## config.mk

```make
export PLATFORM = sky130hd
export DESIGN_NAME = mem_port_arbiter
export DESIGN_NICKNAME = d
export VERILOG_FILES = /design/src/rtl/riscv_bus_pkg.sv /design/src/rtl/rr_arbiter2.sv /design/src/rtl/mem_port_arbiter.sv
export SDC_FILE = /design/constraint.sdc
export NUM_CORES = 1
export LEC_CHECK = 0
export ABC_AREA = 1
export CORE_ASPECT_RATIO = 0.9
export CORE_MARGIN = 1
export CORE_UTILIZATION = 40
export CTS_BUF_LIST = sky130_fd_sc_hd__clkbuf_4 sky130_fd_sc_hd__clkbuf_8 sky130_fd_sc_hd__clkbuf_16
export DETAILED_ROUTE_END_ITERATION = 8
export GPL_TIMING_DRIVEN = 0
export PLACE_DENSITY_LB_ADDON = 0.12
export SLEW_MARGIN = 15
export SYNTH_ARGS = -nofsm -noshare
export SYNTH_HDL_FRONTEND = slang
export SYNTH_SLANG_ARGS = --single-unit
```

## constraint.sdc

```tcl
create_clock -name i_clk -period 3.7 [get_ports i_clk]
set_input_delay 0.74 -clock i_clk [delete_from_list [all_inputs] [get_ports i_clk]]
set_output_delay 0.74 -clock i_clk [all_outputs]
set_load 0.01 [all_outputs]
```

## src/rtl/riscv_bus_pkg.sv

```systemverilog
// Shared encodings for the core's memory-port arbitration logic.
package riscv_bus_pkg;

    localparam int unsigned ADDR_W_DEF = 32;
    localparam int unsigned DATA_W_DEF = 32;

    typedef enum logic [1:0] {
        StIdle,
        StIssue,
        StWaitResp
    } state_e;

    typedef enum logic {
        OWN_IF = 1'b0,
        OWN_DM = 1'b1
    } owner_e;

endpackage

```

## src/rtl/rr_arbiter2.sv

```systemverilog
// Two-requester arbiter (bit 0 = IF, bit 1 = DM): round-robin or DM fixed priority.
module rr_arbiter2
    import riscv_bus_pkg::*;
#(
    parameter bit DM_PRIORITY = 1'b0
) (
    input  logic       clk_i,
    input  logic       rst_i,
    input  logic [1:0] req_i,
    input  logic       enable_i,
    output logic [1:0] gnt_o,
    output logic       owner_o
);

    logic last_q;

    always_comb begin
        owner_o = OWN_IF;
        // DM wins when alone, always under fixed priority, or when IF owned the last grant.
        if (req_i[1] && (!req_i[0] || DM_PRIORITY || (last_q == OWN_IF))) begin
            owner_o = OWN_DM;
        end
        gnt_o = 2'b00;
        if (|req_i) begin
            gnt_o = (owner_o == OWN_DM) ? 2'b10 : 2'b01;
        end
    end

    always_ff @(posedge clk_i) begin
        if (rst_i) begin
            last_q <= OWN_DM;
        end else if (enable_i && (|req_i)) begin
            last_q <= owner_o;
        end
    end

endmodule

```

## src/rtl/mem_port_arbiter.sv

```systemverilog
// Shares one memory port between IF and DM: one outstanding transaction, response
// routed back to its owner, timeout turns a dead memory into an error response.
module mem_port_arbiter
    import riscv_bus_pkg::*;
#(
    parameter int unsigned ADDR_W         = ADDR_W_DEF,
    parameter int unsigned DATA_W         = DATA_W_DEF,
    parameter int unsigned DM_PRIORITY    = 0,
    parameter int unsigned TIMEOUT_CYCLES = 255
) (
    input  logic                i_clk,
    input  logic                i_rst,
    input  logic                i_if_req,
    input  logic [ADDR_W-1:0]   i_if_addr,
    output logic                o_if_gnt,
    output logic                o_if_rvalid,
    output logic [DATA_W-1:0]   o_if_rdata,
    output logic                o_if_err,
    input  logic                i_dm_req,
    input  logic                i_dm_we,
    input  logic [ADDR_W-1:0]   i_dm_addr,
    input  logic [DATA_W-1:0]   i_dm_wdata,
    input  logic [DATA_W/8-1:0] i_dm_wstrb,
    output logic                o_dm_gnt,
    output logic                o_dm_rvalid,
    output logic [DATA_W-1:0]   o_dm_rdata,
    output logic                o_dm_err,
    output logic                o_mem_req,
    output logic                o_mem_we,
    output logic [ADDR_W-1:0]   o_mem_addr,
    output logic [DATA_W-1:0]   o_mem_wdata,
    output logic [DATA_W/8-1:0] o_mem_wstrb,
    input  logic                i_mem_ready,
    input  logic                i_mem_rvalid,
    input  logic [DATA_W-1:0]   i_mem_rdata,
    output logic                o_busy
);

    localparam int unsigned StrbW = DATA_W / 8;
    localparam int unsigned CntW  = $clog2(TIMEOUT_CYCLES + 1);

    state_e              state_q, state_d;
    owner_e              owner_q;
    logic                we_q;
    logic [ADDR_W-1:0]   addr_q;
    logic [DATA_W-1:0]   wdata_q;
    logic [StrbW-1:0]    wstrb_q;
    logic [CntW-1:0]     cnt_q, cnt_d;
    logic                if_rvalid_q, dm_rvalid_q, if_err_q, dm_err_q;
    logic [DATA_W-1:0]   if_rdata_q, dm_rdata_q;

    logic [1:0]          arb_gnt;
    logic                arb_owner;
    logic                arb_en;
    logic                resp_fire;
    logic                resp_err;

    rr_arbiter2 #(
        .DM_PRIORITY (DM_PRIORITY != 0)
    ) u_arb (
        .clk_i    (i_clk),
        .rst_i    (i_rst),
        .req_i    ({i_dm_req, i_if_req}),
        .enable_i (arb_en),
        .gnt_o    (arb_gnt),
        .owner_o  (arb_owner)
    );

    always_comb begin
        state_d   = state_q;
        cnt_d     = cnt_q;
        arb_en    = 1'b0;
        resp_fire = 1'b0;
        resp_err  = 1'b0;
        o_mem_req = 1'b0;
        unique case (state_q)
            StIdle: begin
                if (|arb_gnt) begin
                    arb_en  = 1'b1;
                    state_d = StIssue;
                end
            end
            StIssue: begin
                o_mem_req = 1'b1;
                if (i_mem_ready) begin
                    cnt_d   = '0;
                    state_d = StWaitResp;
                end
            end
            StWaitResp: begin
                cnt_d = cnt_q + CntW'(1);
                // A response landing on the final counted cycle still beats the timeout.
                if (i_mem_rvalid) begin
                    resp_fire = 1'b1;
                    state_d   = StIdle;
                end else if (cnt_q == CntW'(TIMEOUT_CYCLES - 1)) begin
                    resp_fire = 1'b1;
                    resp_err  = 1'b1;
                    state_d   = StIdle;
                end
            end
            default: state_d = StIdle;
        endcase
    end

    always_ff @(posedge i_clk) begin
        if (i_rst) begin
            state_q     <= StIdle;
            owner_q     <= OWN_IF;
            we_q        <= 1'b0;
            addr_q      <= '0;
            wdata_q     <= '0;
            wstrb_q     <= '0;
            cnt_q       <= '0;
            if_rvalid_q <= 1'b0;
            dm_rvalid_q <= 1'b0;
            if_err_q    <= 1'b0;
            dm_err_q    <= 1'b0;
            if_rdata_q  <= '0;
            dm_rdata_q  <= '0;
        end else begin
            state_q     <= state_d;
            cnt_q       <= cnt_d;
            if (arb_en) begin
                owner_q <= owner_e'(arb_owner);
                if (arb_gnt[1]) begin
                    we_q    <= i_dm_we;
                    addr_q  <= i_dm_addr;
                    wdata_q <= i_dm_wdata;
                    wstrb_q <= i_dm_wstrb;
                end else begin
                    we_q    <= 1'b0;
                    addr_q  <= i_if_addr;
                    wdata_q <= '0;
                    wstrb_q <= '0;
                end
            end
            if_rvalid_q <= resp_fire && (owner_q == OWN_IF);
            dm_rvalid_q <= resp_fire && (owner_q == OWN_DM);
            if_err_q    <= resp_fire && resp_err && (owner_q == OWN_IF);
            dm_err_q    <= resp_fire && resp_err && (owner_q == OWN_DM);
            if (resp_fire) begin
                if (owner_q == OWN_IF) begin
                    if_rdata_q <= resp_err ? '0 : i_mem_rdata;
                end else begin
                    dm_rdata_q <= resp_err ? '0 : i_mem_rdata;
                end
            end
        end
    end

    assign o_if_gnt    = (state_q == StIssue) && i_mem_ready && (owner_q == OWN_IF);
    assign o_dm_gnt    = (state_q == StIssue) && i_mem_ready && (owner_q == OWN_DM);
    assign o_if_rvalid = if_rvalid_q;
    assign o_dm_rvalid = dm_rvalid_q;
    assign o_if_err    = if_err_q;
    assign o_dm_err    = dm_err_q;
    assign o_if_rdata  = if_rdata_q;
    assign o_dm_rdata  = dm_rdata_q;
    assign o_mem_we    = we_q;
    assign o_mem_addr  = addr_q;
    assign o_mem_wdata = wdata_q;
    assign o_mem_wstrb = wstrb_q;
    assign o_busy      = (state_q != StIdle);

endmodule

```

==> results of run 1 <==
## power breakdown
part	total (W)	internal, W	leakage, nW	switching, W
sequential	0.00172	0.00168	1.21	0.0000396
clock	0.00175	0.00108	0.292	0.000664
combinational	0.000645	0.000341	2.80	0.000304
## synth_stat cells (all sizes together)
cell type  count  area share (%)
ha             2            0.40
nor3           3            0.24
clkbuf        30             1.8
a22oi         14             1.7
inv          112             6.8
o21a           2            0.24
or2            1            0.10
a31oi         32             3.2
buf           25             2.7
a21oi         35             2.8
dfxtp        149              48
o21ai         38             3.1
a211oi         1            0.12
nand3         27             2.3
nand2        240              15
nor2         189              12
## area by class of cell
| cell class | count | area, sq um | share of cell area [%] |
|---|---|---|---|
| Buffer | 55 | 283 | 2.87 |
| Timing Repair Buffer | 279 | 2790 | 28.4 |
| Clock buffer | 19 | 447 | 4.54 |
| Sequential cell | 149 | 2980 | 30.3 |
| Inverter | 112 | 420 | 4.27 |
| Clock inverter | 13 | 155 | 1.58 |
| Multi-Input combinational cell | 584 | 2520 | 25.6 |
| Tap cell | 198 | 248 | 2.52 |
## cell families (layout without fill, tap and decap cells)
family                   after synthesis  count (layout)  synth area share (%)
AO/OA/AOI/OAI                        122             122                  11.2
adder cells (fa/ha/maj)                2               2                 0.403
flip-flops                           149             149                  48.1
buffers and inverters                167             478                  11.3
AND/OR/NAND/NOR                      460             460                  29.0
## through the flow
stage | utilization (%) | total power, W | instances
after global placement | 62.0 | 0.00240 | 1377
after detailed placement | 62.0 | 0.00240 | 1377
after global routing | 66.0 | 0.00430 | 1409
after floorplan | - | 0.00202 | 900
final | 66.0 | 0.00411 | 1409
after CTS | 66.0 | 0.00416 | 1409
## registers in the layout (all words and copies together) (netlist names)
name,flops
o_dm_err,1
o_mem_wstrb,4
o_dm_rdata,32
o_mem_addr,32
o_if_err,1
o_if_rvalid,1
o_if_rdata,32
cnt_q,8
o_mem_wdata,32
state_q,2
u_arb.last_q,1
owner_q,1
o_mem_we,1
o_dm_rvalid,1
## routing by layer
| layer | wire [um] | part of all wire [%] | vias to the layer above |
|---|---|---|---|
| met5 | 0 | 0 | - |
| met4 | 304 | 1.6 | 0 |
| li1 | - | - | 3362 |
| met2 | 8920 | 48 | 205 |
| met1 | 7820 | 42 | 2885 |
| met3 | 1690 | 9.0 | 18 |
## path summary, 6_finish.rpt
check	startpoint	endpoint	slack, ns	depth (start not counted)
max	i_mem_ready	o_dm_gnt	0.89	4
min	u_arb.last_q	u_arb.last_q	0.46	2
max reg2reg	cnt_q[0]	o_if_rdata[26]	1.96	11
min reg2reg	u_arb.last_q	u_arb.last_q	0.46	2
## worst max-delay path: stages
cell	delay, ns
clkdlybuf4s50_1	0.47
nand2_1	0.15
nor2_1	0.13
clkdlybuf4s50_1	0.57
==> results.sh, run 1 <==
export IMPL_dr_pass1_iters=4
export IMPL_root_buffer="clkbuf_16"
export IMPL_gp_congestion=0.794
export IMPL_final_cell_mix="clkdlybuf4s50_1, nand2_1, nor2_1, dfxtp_1, inv_1"
export IMPL_ios=280
export IMPL_nets=1339
export IMPL_wl_per_cell_um=13.3
export IMPL_syn2layout_area_growth_pct=58.7
export IMPL_grt_use_met3_pct=9.63
export IMPL_insertion_delay_ns=0.41
export IMPL_hpwl_um=13900
export IMPL_grt_max_degree=17
export IMPL_clk_pin_slew_ns=0.06
export IMPL_crit_fanout=6
export IMPL_hold_viol_final=0
export IMPL_worstSetupPathType="primary input to output port"
export IMPL_place_worst_setup_slack_ns=0.870
export IMPL_post_route_min_period_ns=2.81
export IMPL_postRouteAntennaNets=0
export IMPL_ys_types=24
export IMPL_slew_headroom_pct=57.5
export IMPL_rsz0062_at_grt="no"
export IMPL_ir_drop_v=0.000300
export IMPL_grt_met1_usage_pct=27.3
export IMPL_clock_skew_final_ns=0.00867
export IMPL_grt_overflow_total=0
export IMPL_start_kind="primary input"
export IMPL_fin_crit_sh_pct=75.9
export IMPL_drtIter0Drc=314
export IMPL_route_detailed_drc=0
export IMPL_cts_max_path_buffers=2
export IMPL_postSynthAreaPerCell_sq_um=6.90
export IMPL_critPathRequiredTime_ns=2.96
export IMPL_fmax_ghz=0.356
export IMPL_ys_ff_latch=149
export IMPL_rows=42
export IMPL_grt_util_all_layers_pct=23.4
export IMPL_antenna_found_initial=0
export IMPL_cellPowerDensity_nw_per_um2=418
export IMPL_max_cap_violations=0
export IMPL_top_usage_layer="met2"
export IMPL_grtUsageMet2_pct=39.3
export IMPL_cts_tree="built"
export IMPL_outcome="complete, no violations"
export IMPL_leakagePower_nw=4.31
export IMPL_die_x_um=133
export IMPL_layout_commonest_cell="clkdlybuf4s50_1"
export IMPL_hold_slack_ns=0.463
export IMPL_dpl_cell_area_sq_um=9250
export IMPL_fin_area_sq_um=9850
export IMPL_crit_arrival_ns=2.07
export IMPL_die_area_sq_um=16000
export IMPL_synth_warnings=0
export IMPL_initial_core_util_pct=41.6
export IMPL_antennaDiodeCount=0
export IMPL_grt_pass1_vias=6079
export IMPL_worst_pin_slew_ns=0.638
export IMPL_end_kind="output port"
export IMPL_io_buffers=279
export IMPL_slew_violations=0
export IMPL_routed_wl_um=18700
export IMPL_hp_class="flip-flop to flip-flop"
export IMPL_syn_inst=900
export IMPL_drive_gt1_share_pct=5.70
export IMPL_n_fill_cell=1333
export IMPL_vias_per_cell=4.59
export IMPL_vias=6470
export IMPL_ys_seq_area_share_pct=48.1
export IMPL_cts_setup_buffers=0
export IMPL_core_sq_um=14900
export IMPL_synth_area_sq_um=6210
export IMPL_htree_num_levels=4
export IMPL_grt_pass1_wl_um=29600
export IMPL_cts_buffers=17
export IMPL_cts_resized=0
export IMPL_cts_hold_fix_buffers=0
export IMPL_synth_nets=1041
export IMPL_cts_sinks=149
export IMPL_setup_ws_ns=0.892
export IMPL_setup_viol=0
export IMPL_tns_ns=0
export IMPL_dieHeight_um=120
Power figures use the tool's default switching activity.
==> run 2, diff against run 1 <==
CORE_UTILIZATION = 38   (was 40)
clock period = 2.3 ns   (was 3.7 ns; I/O delays follow)
==> run 2 against run 1 <==
  * Worst hold slack worse by 0.0043 ns
  * Clock skew down 0.0025 ns
  * Setup slack worse by 0.59 ns
  * Count of clock-buffer cells in the layout up 5
  * Register-to-register slack worse by 1.4 ns
  * Critical path depth down 1
  * Total power up 52%
  * Sequential power up 61%
  * Global-route usage down 1.2 points
  * Non-clock buffer count unchanged
  * Critical path type is now flip-flop to output port
  * Largest power group is now sequential cells
==> results.sh, run 2 (synthesized netlist as in run 1, its figures left out) <==
export IMPL_p_comb_share_pct=16.6
export IMPL_dieHeight_um=123
export IMPL_rows=43
export IMPL_hold_slack_ns=0.459
export IMPL_slew_violations=0
export IMPL_setup_ws_ns=0.305
export IMPL_ios=280
export IMPL_initial_core_util_pct=39.5
export IMPL_setup_viol=0
export IMPL_max_cap_violations=0
export IMPL_core_sq_um=15700
export IMPL_path_cells="inv_1 > nand2_1 > clkdlybuf4s50_1"
export IMPL_cts_sinks=149
export IMPL_postRouteAntennaNets=0
export IMPL_antenna_found_initial=0
export IMPL_die_area_sq_um=16800
export IMPL_vias_per_cell=4.54
export IMPL_place_worst_setup_slack_ns=-0.0453
export IMPL_io_buffers=279
export IMPL_post_route_min_period_ns=2.00
export IMPL_worstSetupPathType="flip-flop to output port"
export IMPL_crit_fanout=2
export IMPL_instances_no_fill=1411
export IMPL_cts_tree="built"
export IMPL_p_switching_w=0.00157
export IMPL_vias=6409
export IMPL_gp_congestion=0.818
export IMPL_end_kind="output port"
export IMPL_htree_num_levels=4
export IMPL_start_kind="flip-flop"
export IMPL_crit_buf_inv=2
export IMPL_hold_viol_final=0
export IMPL_layout_commonest_cell="clkdlybuf4s50_1"
export IMPL_cts_hold_fix_buffers=0
export IMPL_syn2layout_area_growth_pct=57.4
export IMPL_nets=1339
export IMPL_grt_max_degree=17
export IMPL_outcome="complete, no violations"
export IMPL_grt_pass1_wl_um=28800
export IMPL_fin_total_pwr_w=0.00626
export IMPL_crit_arrival_ns=1.54
export IMPL_ir_drop_v=0.000651
export IMPL_clk_pin_slew_ns=0.06
export IMPL_root_buffer="clkbuf_16"
export IMPL_swShare_pct=25.0
export IMPL_dp_cells=1381
export IMPL_final_cell_mix="clkdlybuf4s50_1, nand2_1, nor2_1, dfxtp_1, inv_1"
export IMPL_tns_ns=0
export IMPL_clock_skew_final_ns=0.00618
export IMPL_r2r_setup_slack_ns=0.56
export IMPL_route_detailed_drc=0
export IMPL_drtIter0Drc=272
export IMPL_fmax_ghz=0.501
export IMPL_p_int_w=0.00469
export IMPL_slowest_delay_ns=0.60
export IMPL_antennaDiodeCount=0
export IMPL_hpwl_um=14000
export IMPL_cts_buffers=17
export IMPL_critPathRequiredTime_ns=1.84
export IMPL_fin_crit_sh_pct=86.8
export IMPL_wl_per_cell_um=13.3
export IMPL_p_clk_share_pct=39.1
export IMPL_worst_pin_slew_ns=0.624
export IMPL_routed_wl_um=18800
export IMPL_critPathSlowestCell="clkdlybuf4s50_1"
export IMPL_cts_max_path_buffers=2
export IMPL_cp_top_family="buffers and inverters"
export IMPL_insertion_delay_ns=0.41
export IMPL_grt_overflow_total=0
export IMPL_leakagePower_nw=4.31
export IMPL_die_x_um=137
export IMPL_rsz0062_at_grt="no"
export IMPL_dr_pass1_iters=4
export IMPL_grt_util_all_layers_pct=22.2
export IMPL_hp_class="flip-flop to flip-flop"
export IMPL_seqPwrFrac_pct=44.3
export IMPL_drive_gt1_share_pct=5.54
export IMPL_cellPowerDensity_nw_per_um2=641
export IMPL_slew_headroom_pct=58.4
export IMPL_grt_pass1_vias=5976
-- run 2: cell types whose count changed in the layout (fill, tap and decap cells not counted) --
cell,before,now
clkbuf_8,1,0
inv_6,1,0
bufinv_16,3,0
dlymetal6s2s_1,0,2
clkinvlp_4,3,1
clkdlybuf4s50_1,279,277
clkbuf_4,1,7
clkinv_4,1,0
-- run 2: routing by layer --
metal | part of all wire [%] | routed length, um | vias up | GRT usage (%)
li1 | - | - | 3355 | -
met1 | 42 | 7910 | 2802 | 25.7
met2 | 47 | 8790 | 223 | 38.0
met3 | 9.1 | 1710 | 29 | 7.54
met4 | 2.1 | 389 | 0 | 8.40
met5 | 0 | 0 | - | 0
-- run 2: worst min-delay path: cells and delay by family (launching register included) --
family,cells,cell delay (ns)
compound gates,1,0.06
flops,1,0.33
simple gates,1,0.04
-- run 2: final timing paths --
path | depth (start not counted) | to | startpoint
worst min register to register | 2 | u_arb.last_q | u_arb.last_q
worst max-delay path | 3 | o_busy | state_q[1]
worst min-delay path | 2 | u_arb.last_q | u_arb.last_q
worst max register to register | 11 | o_if_rdata[24] | cnt_q[0]
-- run 2: power by group through the flow --
| stage | logic [W] | registers [W] | clock network [W] |
|---|---|---|---|
| detailed placement | 0.00104 | 0.00282 | 0 |
| floorplan | 0.000379 | 0.00288 | 0 |
| global placement | 0.00104 | 0.00282 | 0 |
| CTS | 0.00105 | 0.00277 | 0.00251 |
| global route | 0.00114 | 0.00278 | 0.00260 |
| finish | 0.00104 | 0.00277 | 0.00245 |
-- run 2: per-stage QoR --
step / area [sq um] / util [%]
after floorplan: 6210 / -
after global placement: 9250 / 58.9
after detailed placement: 9250 / 58.9
after CTS: 9760 / 62.1
after global routing: 9770 / 62.2
final: 9770 / 62.2
-- run 2: final cells by class --
| cell class | count | area [sq um] |
|---|---|---|
| Clock buffer | 24 | 478 |
| Sequential cell | 149 | 2980 |
| Clock inverter | 6 | 32.5 |
| Multi-Input combinational cell | 584 | 2520 |
| Timing Repair Buffer | 279 | 2800 |
| Tap cell | 202 | 253 |
| Buffer | 55 | 283 |
| Fill cell | 1453 | 5940 |
| Inverter | 112 | 420 |
-- run 2: repair_timing --
action                     CTS  global route
resized for setup            0             2
buffers inserted             0             0
setup endpoints to repair    0             2
==> run 3, diff against run 2 <==
--- a/config.mk
+++ b/config.mk
@@ -13,2 +13,3 @@
 export DETAILED_ROUTE_END_ITERATION = 8
+export GPL_ROUTABILITY_DRIVEN = 0
 export GPL_TIMING_DRIVEN = 0
==> constraint.sdc (replaced) <==
create_clock -name i_clk -period 2.3 [get_ports i_clk]
set_input_delay 0.345 -clock i_clk [delete_from_list [all_inputs] [get_ports i_clk]]
set_output_delay 0.345 -clock i_clk [all_outputs]
set_load 0.01 [all_outputs]
==> run 3 against run 2 <==
  * Clock power hardly changed
  * Design area about the same
  * Flip-flop and latch count is the same
  * Critical path depth rose by 3
  * Via count is essentially flat
  * Utilization is essentially flat
  * Routed wire length about the same
  * Global-route usage unchanged
  * Maximum frequency shrank 5.9%
  * Register-to-register slack about the same
==> results.sh, run 3 (synthesized netlist as in run 1, its figures left out) <==
export IMPL_hp_class="flip-flop to flip-flop"
export IMPL_cellPowerDensity_nw_per_um2=641
export IMPL_cts_sinks=149
export IMPL_grt_pass1_vias=5976
export IMPL_grt_overflow_total=0
export IMPL_route_detailed_drc=0
export IMPL_post_route_min_period_ns=2.12
export IMPL_worst_pin_slew_ns=0.605
export IMPL_core_sq_um=15700
export IMPL_clk_pin_slew_ns=0.06
export IMPL_insertion_delay_ns=0.41
export IMPL_worstSetupPathType="flip-flop to output port"
export IMPL_nets=1339
export IMPL_cts_hold_fix_buffers=0
export IMPL_max_cap_violations=0
export IMPL_start_kind="flip-flop"
export IMPL_slew_headroom_pct=59.7
export IMPL_vias_per_cell=4.55
export IMPL_dr_pass1_iters=4
export IMPL_wl_per_cell_um=13.3
export IMPL_crit_fanout=6
export IMPL_rows=43
export IMPL_cts_buffers=17
export IMPL_p_comb_share_pct=16.6
export IMPL_worst_r2r_cell_count=11
export IMPL_outcome="complete, no violations"
export IMPL_p_switching_w=0.00157
export IMPL_crit_arrival_ns=1.78
export IMPL_routed_wl_um=18800
export IMPL_grt_pass1_wl_um=28800
export IMPL_p_int_w=0.00469
export IMPL_postRouteAntennaNets=0
export IMPL_critPathRequiredTime_ns=1.96
export IMPL_dpl_cell_area_sq_um=9250
export IMPL_cts_setup_buffers=0
export IMPL_p_clk_share_pct=39.1
export IMPL_slew_violations=0
export IMPL_tns_ns=0
export IMPL_fin_area_sq_um=9760
export IMPL_cts_resized=0
export IMPL_cts_max_path_buffers=2
export IMPL_die_area_sq_um=16800
export IMPL_root_buffer="clkbuf_16"
export IMPL_hold_depth=2
export IMPL_path_cells="inv_1 > nand2_1 > inv_1 > nand2_1 > nor2_1 > clkdlybuf4s50_1"
export IMPL_initial_core_util_pct=39.5
export IMPL_hold_slack_ns=0.459
export IMPL_ios=280
export IMPL_leakagePower_nw=4.28
export IMPL_seqPwrFrac_pct=44.3
export IMPL_cts_tree="built"
export IMPL_syn2layout_area_growth_pct=57.3
export IMPL_hold_viol_final=0
export IMPL_dieHeight_um=123
export IMPL_layout_commonest_cell="clkdlybuf4s50_1"
export IMPL_setup_viol=0
export IMPL_hpwl_um=14000
export IMPL_antenna_found_initial=0
export IMPL_grt_max_degree=17
export IMPL_grt_util_all_layers_pct=22.2
export IMPL_slowest_delay_ns=0.59
export IMPL_drive_gt1_share_pct=5.54
export IMPL_swShare_pct=25.0
export IMPL_antennaDiodeCount=0
export IMPL_fmax_ghz=0.472
export IMPL_die_x_um=137
export IMPL_final_cell_mix="clkdlybuf4s50_1, nand2_1, nor2_1, dfxtp_1, inv_1"
export IMPL_r2r_setup_slack_ns=0.56
export IMPL_clock_skew_final_ns=0.00637
export IMPL_io_buffers=279
export IMPL_htree_num_levels=4
export IMPL_fin_crit_sh_pct=92.2
export IMPL_ir_drop_v=0.000651
export IMPL_end_kind="output port"
export IMPL_critPathSlowestCell="clkdlybuf4s50_1"
export IMPL_rsz0062_at_grt="no"
export IMPL_drtIter0Drc=285
export IMPL_vias=6414
-- run 3: cell type report --
| type | instances | area (sq um) |
|---|---|---|
| sequential | 149 | 2980 |
| tap | 202 | 253 |
| buffer | 55 | 283 |
| clock inverter | 6 | 32.5 |
| timing repair buffer | 279 | 2790 |
| clock buffer | 24 | 478 |
| multi-input combinational | 584 | 2520 |
| inverter | 112 | 420 |
| fill | 1456 | 5950 |
-- run 3: path summary, 6_finish.rpt --
path,start,endpoint
worst min-delay path,u_arb.last_q,u_arb.last_q
worst max register to register,cnt_q[0],o_if_rdata[24]
worst min register to register,u_arb.last_q,u_arb.last_q
worst max-delay path,state_q[1],o_if_gnt
-- run 3: power groups by stage --
stage          sequential [W]  clock (W)  combinational (W)
6_report              0.00277    0.00245            0.00104
5_1_grt               0.00278    0.00260            0.00114
4_1_cts               0.00277    0.00251            0.00105
3_5_place_dp          0.00282          0            0.00104
3_3_place_gp          0.00282          0            0.00104
2_1_floorplan         0.00288          0           0.000379
-- run 3: through the flow --
| step | total power (W) | std cells | setup slack (ns) | utilization [%] |
|---|---|---|---|---|
| 6_report | 0.00626 | 1411 | 0.180 | 62.1 |
| 5_1_grt | 0.00652 | 1411 | 0.0889 | 62.1 |
| 4_1_cts | 0.00633 | 1411 | 0.168 | 62.1 |
| 3_5_place_dp | 0.00387 | 1381 | 0.0697 | 58.9 |
| 3_3_place_gp | 0.00387 | 1381 | 0.0978 | 58.9 |
| 2_1_floorplan | 0.00325 | 900 | 0.845 | - |
-- run 3: worst max-delay path: cells and delay by family (launching register included) --
| kind | cells | cell delay (ns) |
|---|---|---|
| buffers and inverters | 3 | 0.72 |
| DFF | 1 | 0.31 |
| and+or+nand+nor | 3 | 0.32 |
-- run 3: metal layers --
metal / up-vias / GRT usage [%] / wire length, um
met4: 0 / 8.40 / 397
li1: 3357 / - / -
met3: 27 / 7.54 / 1750
met5: - / 0 / 0
met2: 225 / 38.0 / 8790
met1: 2805 / 25.7 / 7860
